`src/rtl/octree_pkg.sv`:
```
// rtl/octree_pkg.sv - shared opcodes, widths and command record for the Octree command path
package octree_pkg;

    localparam logic [2:0] OP_SEARCH = 3'b001;
    localparam logic [2:0] OP_UPDATE = 3'b010;

    localparam int POS_W   = 12;
    localparam int FEAT_W  = 64;
    localparam int COORD_W = 16;
    localparam int DIM     = 3;

    typedef struct packed {
        logic [2:0]                    ctrl;
        logic [POS_W-1:0]              pos_encode;
        logic [FEAT_W-1:0]             feature;
        logic [DIM-1:0][COORD_W-1:0]   cam_pos;
    } octree_cmd_t;

    function automatic logic is_legal_op(input logic [2:0] op);
        return (op == OP_SEARCH) || (op == OP_UPDATE);
    endfunction

endpackage

```
`src/rtl/octree_cmd_fifo.sv`:
```
// rtl/octree_cmd_fifo.sv - synchronous command FIFO with extra-MSB full/empty pointers
module octree_cmd_fifo
    import octree_pkg::*;
#(
    parameter int DEPTH = 4
) (
    input  logic        clk,
    input  logic        rst,
    input  logic        push,
    input  octree_cmd_t push_data,
    input  logic        pop,
    output octree_cmd_t pop_data,
    output logic        full,
    output logic        empty
);

    localparam int AW = $clog2(DEPTH);

    octree_cmd_t   mem [DEPTH];
    logic [AW:0]   wr_ptr;
    logic [AW:0]   rd_ptr;

    assign empty    = (wr_ptr == rd_ptr);
    assign full     = (wr_ptr[AW] != rd_ptr[AW]) && (wr_ptr[AW-1:0] == rd_ptr[AW-1:0]);
    assign pop_data = mem[rd_ptr[AW-1:0]];

    // Storage carries no reset; only the pointers define what is valid.
    always_ff @(posedge clk) begin
        if (push && !full) begin
            mem[wr_ptr[AW-1:0]] <= push_data;
        end
    end

    always_ff @(posedge clk) begin
        if (rst) begin
            wr_ptr <= '0;
            rd_ptr <= '0;
        end else begin
            if (push && !full) begin
                wr_ptr <= wr_ptr + 1'b1;
            end
            if (pop && !empty) begin
                rd_ptr <= rd_ptr + 1'b1;
            end
        end
    end

endmodule

```
`src/rtl/octree_cmd_dispatch.sv`:
```
// rtl/octree_cmd_dispatch.sv - in-order command issue to Octree with search credit throttling and tagged results
module octree_cmd_dispatch
    import octree_pkg::*;
#(
    parameter int DEPTH   = 4,
    parameter int MAX_OUT = 2,
    parameter int TAG_W   = 4
) (
    input  logic                          clk,
    input  logic                          rst,
    input  logic                          host_valid,
    output logic                          host_ready,
    input  logic [2:0]                    host_ctrl,
    input  logic [POS_W-1:0]              host_pos_encode,
    input  logic [FEAT_W-1:0]             host_feature,
    input  logic [DIM-1:0][COORD_W-1:0]   host_cam_pos,
    output logic                          oct_req_valid,
    input  logic                          oct_req_ready,
    output logic [2:0]                    oct_ctrl,
    output logic [POS_W-1:0]              oct_pos_encode,
    output logic [FEAT_W-1:0]             oct_feature,
    output logic [DIM-1:0][COORD_W-1:0]   oct_cam_pos,
    input  logic                          oct_rsp_valid,
    output logic                          oct_rsp_ready,
    input  logic [FEAT_W-1:0]             oct_rsp_feature,
    output logic                          rsp_valid,
    input  logic                          rsp_ready,
    output logic [FEAT_W-1:0]             rsp_feature,
    output logic [TAG_W-1:0]              rsp_tag,
    output logic [3:0]                    outstanding,
    output logic                          err_illegal,
    output logic                          err_unexp
);

    octree_cmd_t    push_cmd;
    octree_cmd_t    head;
    logic           full;
    logic           empty;
    logic           accept;
    logic           push;
    logic           head_is_search;
    logic           issue;
    logic           search_issue;
    logic           rsp_accept;
    logic           good_rsp;
    logic           unexp_rsp;
    logic [TAG_W-1:0] rsp_cnt;

    assign push_cmd = '{ctrl: host_ctrl, pos_encode: host_pos_encode,
                        feature: host_feature, cam_pos: host_cam_pos};

    assign host_ready = !full;
    assign accept     = host_valid && host_ready;
    assign push       = accept && is_legal_op(host_ctrl);

    octree_cmd_fifo #(.DEPTH(DEPTH)) u_fifo (
        .clk       (clk),
        .rst       (rst),
        .push      (push),
        .push_data (push_cmd),
        .pop       (issue),
        .pop_data  (head),
        .full      (full),
        .empty     (empty)
    );

    // Only legal opcodes are queued, so a non-search head is always an update.
    assign head_is_search = (head.ctrl == OP_SEARCH);
    assign oct_req_valid  = !empty && (!head_is_search || (outstanding < 4'(MAX_OUT)));
    assign oct_ctrl       = head.ctrl;
    assign oct_pos_encode = head.pos_encode;
    assign oct_feature    = head.feature;
    assign oct_cam_pos    = head.cam_pos;

    assign issue        = oct_req_valid && oct_req_ready;
    assign search_issue = issue && head_is_search;

    assign oct_rsp_ready = !rsp_valid || rsp_ready;
    assign rsp_accept    = oct_rsp_valid && oct_rsp_ready;
    assign good_rsp      = rsp_accept && (outstanding != 4'd0);
    assign unexp_rsp     = rsp_accept && (outstanding == 4'd0);

    // Credit gating keeps the counter within 0..MAX_OUT, so it cannot wrap.
    always_ff @(posedge clk) begin
        if (rst) begin
            outstanding <= 4'd0;
        end else if (search_issue && !good_rsp) begin
            outstanding <= outstanding + 4'd1;
        end else if (good_rsp && !search_issue) begin
            outstanding <= outstanding - 4'd1;
        end
    end

    always_ff @(posedge clk) begin
        if (rst) begin
            rsp_valid   <= 1'b0;
            rsp_feature <= '0;
            rsp_tag     <= '0;
            rsp_cnt     <= '0;
        end else if (good_rsp) begin
            rsp_valid   <= 1'b1;
            rsp_feature <= oct_rsp_feature;
            rsp_tag     <= rsp_cnt;
            rsp_cnt     <= rsp_cnt + 1'b1;
        end else if (rsp_ready) begin
            rsp_valid   <= 1'b0;
        end
    end

    always_ff @(posedge clk) begin
        if (rst) begin
            err_illegal <= 1'b0;
            err_unexp   <= 1'b0;
        end else begin
            if (accept && !is_legal_op(host_ctrl)) begin
                err_illegal <= 1'b1;
            end
            if (unexp_rsp) begin
                err_unexp <= 1'b1;
            end
        end
    end

endmodule

```
`config.mk`:
```
export PLATFORM = sky130hd
export DESIGN_NAME = octree_cmd_dispatch
export DESIGN_NICKNAME = d
export VERILOG_FILES = /design/src/rtl/octree_pkg.sv /design/src/rtl/octree_cmd_fifo.sv /design/src/rtl/octree_cmd_dispatch.sv
export SDC_FILE = /design/constraint.sdc
export NUM_CORES = 1
export LEC_CHECK = 0
export CAP_MARGIN = 20
export CORE_MARGIN = 2
export CORE_UTILIZATION = 52
export CTS_CLUSTER_DIAMETER = 80
export CTS_CLUSTER_SIZE = 24
export DETAILED_ROUTE_END_ITERATION = 6
export PLACE_DENSITY = 0.83
export SLEW_MARGIN = 0
export SYNTH_ARGS = -nofsm -noshare
export SYNTH_HDL_FRONTEND = slang
export SYNTH_HIERARCHICAL = 1
export SYNTH_SLANG_ARGS = --single-unit
```
`constraint.sdc`:
```
create_clock -name clk -period 12.3 [get_ports clk]
set_input_delay 3.69 -clock clk [delete_from_list [all_inputs] [get_ports clk]]
set_output_delay 3.69 -clock clk [all_outputs]
set_load 0.02 [all_outputs]
```
Word level (Yosys, flattened, before mapping)
Memories as Yosys holds them, arrays and structs flattened. A register that Yosys moved wholly into a read port is not among the register bits. Cells that the tools add are included.

Bits of input ports: 197. Memories: 1. Logic and storage cells: 58. Bits in writable memories: 508. Flip-flop bits (word level): 85. Output and inout port bits: 205.

Memory list: u_fifo.mem (depth 4, bits a word 127, rd ports 1, clocked after Yosys merged registers in 1, write ports 1, line octree_cmd_fifo.sv:19) `octree_cmd_t mem [DEPTH];`.

Muxes and demuxes: 8. Add/sub/neg operators: 5. Reduce and logical (&&, ||, !) cells: 28. Eq/ne operators: 6. Magnitude comparators: 1.

Operator list (count): 1-bit logical AND (14); 4-bit by 1-bit adder with 4-bit output (second input constant) (2); 4-bit 2-to-1 mux (2); 1-bit zero test (7); 3-bit by 1-bit adder with 3-bit output (second input constant) (2); 3-bit by 1-bit == test with 1-bit output (second input constant) (2); 4-bit zero test (1); 4-bit by 2-bit < comparator with 1-bit output (second input constant) (1); 1-bit 2-to-1 mux (4); 2-bit 2-to-1 mux (2); 2-bit nonzero test (2); 4-bit nonzero test (1); 4-bit by 1-bit subtractor with 4-bit output (second input constant) (1); 3-bit by 2-bit == test with 1-bit output (second input constant) (1); 3-bit == test (1); 1-bit logical OR (3); 2-bit == test (1); 1-bit != test (1).

Longest topological paths before layout
Depth in word-level cells: 10. Mapped depth: 13. Mapped depth without buffers: 12.

Modules after synthesis
The synthesis kept the hierarchy.

Modules (own cells, without submodules): octree_cmd_fifo (area an instance 18854.3 µm², instances 1, sequential area each 15414.8 µm², cells each 731); octree_cmd_dispatch (area an instance 3016.6 µm², instances 1, sequential area each 1581.5 µm², cells each 365).

Least setup slack after synthesis
OpenSTA, ideal clock, no wires.

Path kind: input port to flip-flop. Start: input port host_ctrl[0]. End: memory u_fifo/mem[3][0] in the netlist's numbering (enable). Arrival: 10847 ps. Cell stages on the path: 5. Data required time: 11612 ps. Path slack: 765 ps. Buffers on the path: 0. Cells stage by stage: xor2_1 -> nand2b_1 -> nor3b_1 -> nand2_1 -> a31oi_1.

Longest elaborated chain between the ends: 6. Elaborated cells on any way between the ends: 7. Classes of those cells: eq/ne: 2; mux: 2; reduce/logical: 3.

Ends and longest elaborated chain: start: declaration (line octree_cmd_dispatch.sv:13) `input logic [2:0] host_ctrl,`; 3-bit by 1-bit == test with 1-bit output / 3-bit by 2-bit == test with 1-bit output (equally long branches) (line octree_pkg.sv:20) `return (op == OP_SEARCH) || (op == OP_UPDATE);`; 1-bit logical OR (*) (line octree_pkg.sv:20); 1-bit logical AND (*) (line octree_cmd_dispatch.sv:54) `assign push = accept && is_legal_op(host_ctrl);`; named net push (line octree_cmd_dispatch.sv:40) `logic push;`; 1-bit logical AND (*) (line octree_cmd_fifo.sv:29) `if (push && !full) begin`; 1-bit 2-to-1 mux (*) (line octree_cmd_fifo.sv:29); 1-bit 2-to-1 mux (not written as such) (*) (line octree_cmd_fifo.sv:30) `mem[wr_ptr[AW-1:0]] <= push_data;`; end: declaration (line octree_cmd_fifo.sv:19).

The timed path passes the listed nets; every way through them passes the cells marked *.

Worst setup path in the final report
Start: input port rsp_ready. End: output port oct_rsp_ready.

Longest elaborated chain between the ends: 1.

Ends and longest elaborated chain: start: declaration (line octree_cmd_dispatch.sv:27) `input logic rsp_ready,`; 1-bit logical OR (line octree_cmd_dispatch.sv:78) `assign oct_rsp_ready = !rsp_valid || rsp_ready;`; end: declaration (line octree_cmd_dispatch.sv:24) `output logic oct_rsp_ready,`.

Every way passes these cells.

==> metrics <==
area of the multi-input gates 4510 µm²; met2 Use GR a little over a third; Max Transition Viols Final 0; critical path's most frequent cell clkdlybuf4s50_1; Post-CTS Hold Fix Bufs 0; dpl ws approximately 3600 ps; clk slew on worst S/H paths 90 ps; Post-Route WL 46.3 mm; row count 75; syn_nets 1303; Total Die Area 43700 µm²; Initial DRT Pass Iterations 5; Nets about 1700; final cycle utilization of the critical path 70.9%; sequential area share after synthesis 77.7%; initial DRC count approximately 890; worst path bufs/invs 2; post-cts resize count 0; fmax 115 MHz; worst setup margin 3570 ps; met1 GRT Util 26.5%; final setup vio count 0; core footprint ~42000 µm²; Mapped Cells 1096; total CTS buffers 30; post-route ant nets 0; Port-buffer cells 401; Fillers 2707; worst path cell trace clkdlybuf4s50_1 > nand2b_1 > clkdlybuf4s50_1; layout cells sized above 1 13.8%; outcome complete, no violations; root buf cell clkbuf_16; critical path startpoint category input port; total gr overflow 0; Syn Area/Cell 20.0 µm²; YS warnings 6; crit-path max cell delay ~660 ps; routing usage on met3 a little under 6%; unique cell type count in the Yosys netlist 40; Netlist Area Pre-Place 21900 µm²; Worst VDD drop about 0.00020 V; DP HPWL 29.3 mm; Pwr Density about 170 nW/µm²; Via density 5.59; hold crit path type reg -> reg; Avg WL per Cell 22.7 µm; arrival time at the worst endpoint a little over 5000 ps; CP endpoint kind primary output; CP max stage cell clkdlybuf4s50_1; initial antenna violation count 6; Die Ht 209 µm; vias 11400; RSZ-0062 raised after global routing no; gpl congestion 0.790; CP required approximately 8600 ps; Final Hold Viols 0; Clock Sink Count 595; Tot GR Track Use 20.9%; critical path fanouts, max 5; setup bufs post-CTS 0; Worst-Skew Late Latency 600 ps; register bit total from synthesis 595; first-pass GRT wire length about 70 mm; clk_skew around 15 ps; htree depth 1; Worst Max-Slew Pin Slew between 900 and 1000 ps; post-synth top area share 69.7%; Most Used Layer, Global Route met2; sequential cell area 17000 µm²; Layout area overhead 24.6%; die extent in x 209 µm; Initial Utilization 52.4%; Max Cap Viol 0; CTS tree done; Worst slew margin 34.4%; cell taking the most area after synthesis edfxtp_1; Max Root-Sink Buffers 3; I/O Pins 402; Period minus WS final approximately 8700 ps; vias in the first global route 11700; final setup TNS 0 ps; Leakage 8.49 nW; crit path kind in -> out; CP top delay family buffers and inverters; post-detailed-route DRC marker count 0; top_reg_cell synth edfxtp_1; asr flop ratio synth 0%; Post-synth EDFFs between 500 and 600; largest net degree at the start of global routing 91; Power, Total approximately 4.7 mW; Synth area leaders edfxtp_1, mux4_2, dfxtp_1
## path summary, 6_finish.rpt
| path | startpoint | end | slack [ps] | cells after the start |
|---|---|---|---|---|
| max | rsp_ready | oct_rsp_ready | 3570 | 3 |
| min | rsp_feature[55] | rsp_feature[55] | 460 | 2 |
| max reg2reg | flop | outstanding[3] | 7950 | 12 |
| min reg2reg | rsp_feature[55] | rsp_feature[55] | 460 | 2 |
## power breakdown
part           switching [mW]  internal (mW)  leakage, nW
Clock                   0.588          0.498        0.446
Sequential             0.0868           2.28         5.30
Combinational           0.643          0.604         2.74
Total                    1.32           3.38         8.49
## placed cells by master, fill, tap and decap left out, types with 2 or more instances in the layout
cell type,count
clkbuf_16,31
inv_1,7
edfxtp_1,508
a21oi_2,9
and2_4,3
o21ai_0,4
xor2_1,6
xnor2_1,5
a21oi_1,66
a41oi_1,2
a211o_1,2
and3_1,2
nor3b_1,5
ha_1,9
nand2_2,9
nand3_1,5
a31oi_1,6
buf_4,13
nand2b_1,3
dfxtp_4,2
clkdlybuf4s50_1,400
o211ai_1,5
nand4_1,3
or3_1,3
clkbuf_1,6
nand2_1,136
diode_2,4
nor2_1,15
mux4_2,127
dfxtp_1,85
clkinv_8,2
inv_12,2
## metal layers
metal,up-vias,part of all wire [%]
met5,-,0.050
met4,4,2.4
met3,60,8.6
met1,5765,38
li1,5098,-
met2,481,51
## stage by stage
stage / util, % / hold slack (ps) / instance area, µm² / cells
6_report: 65.3 / 456 / 27300 / 2041
5_1_grt: 65.2 / 470 / 27200 / 2039
4_1_cts: 65.2 / 458 / 27200 / 2037
3_5_place_dp: 63.1 / 446 / 26300 / 1993
3_3_place_gp: 63.1 / 441 / 26300 / 1993
2_1_floorplan: - / 439 / 21900 / 1096
## final cells by class
type / count / area share, %
well taps: 539 / 2.47
repair buffers: 414 / 15.1
clock inverters: 7 / 0.390
clock buffers: 37 / 2.93
diodes: 4 / 0.0367
flip-flops and latches: 595 / 62.4
inverters: 8 / 0.156
multi-input cells: 437 / 16.5
## flip-flops by register name, indices dropped and copies added (netlist names), named ones only
register	flops
outstanding	4
rsp_tag	4
err_unexp	1
rsp_cnt	4
rsp_valid	1
u_fifo/rd_ptr	3
rsp_feature	64
u_fifo/wr_ptr	3
err_illegal	1
u_fifo/mem	508
## logic make-up after synthesis
group / after synthesis / synth area share (%)
and+or+nand+nor: 190 / 3.74
xor gates and xnor gates: 11 / 0.440
buffers and inverters: 64 / 1.78
AOI/OAI and AO/OA: 97 / 2.55
DFF: 595 / 77.7
muxes: 129 / 13.2
adders and majority gates: 10 / 0.606
## tightest hold or removal path: stages (launching register included)
cell	delay, ps
dfxtp_1	320
nand2_1	50
a21oi_1	50
## Yosys cell counts (all sizes together), types with 2 or more instances
master / n
edfxtp: 508
nand2: 145
mux4: 127
dfxtp: 87
a21oi: 75
buf: 42
nor2: 15
clkbuf: 14
ha: 9
a31oi: 7
inv: 7
xor2: 6
nand3: 5
nor3b: 5
o211ai: 5
o21ai: 5
xnor2: 5
and2: 3
and3: 3
nand2b: 3
nand4: 3
or3: 3
a211o: 2
a41oi: 2
or4: 2
No activity file was read; power rests on OpenSTA's default activity.
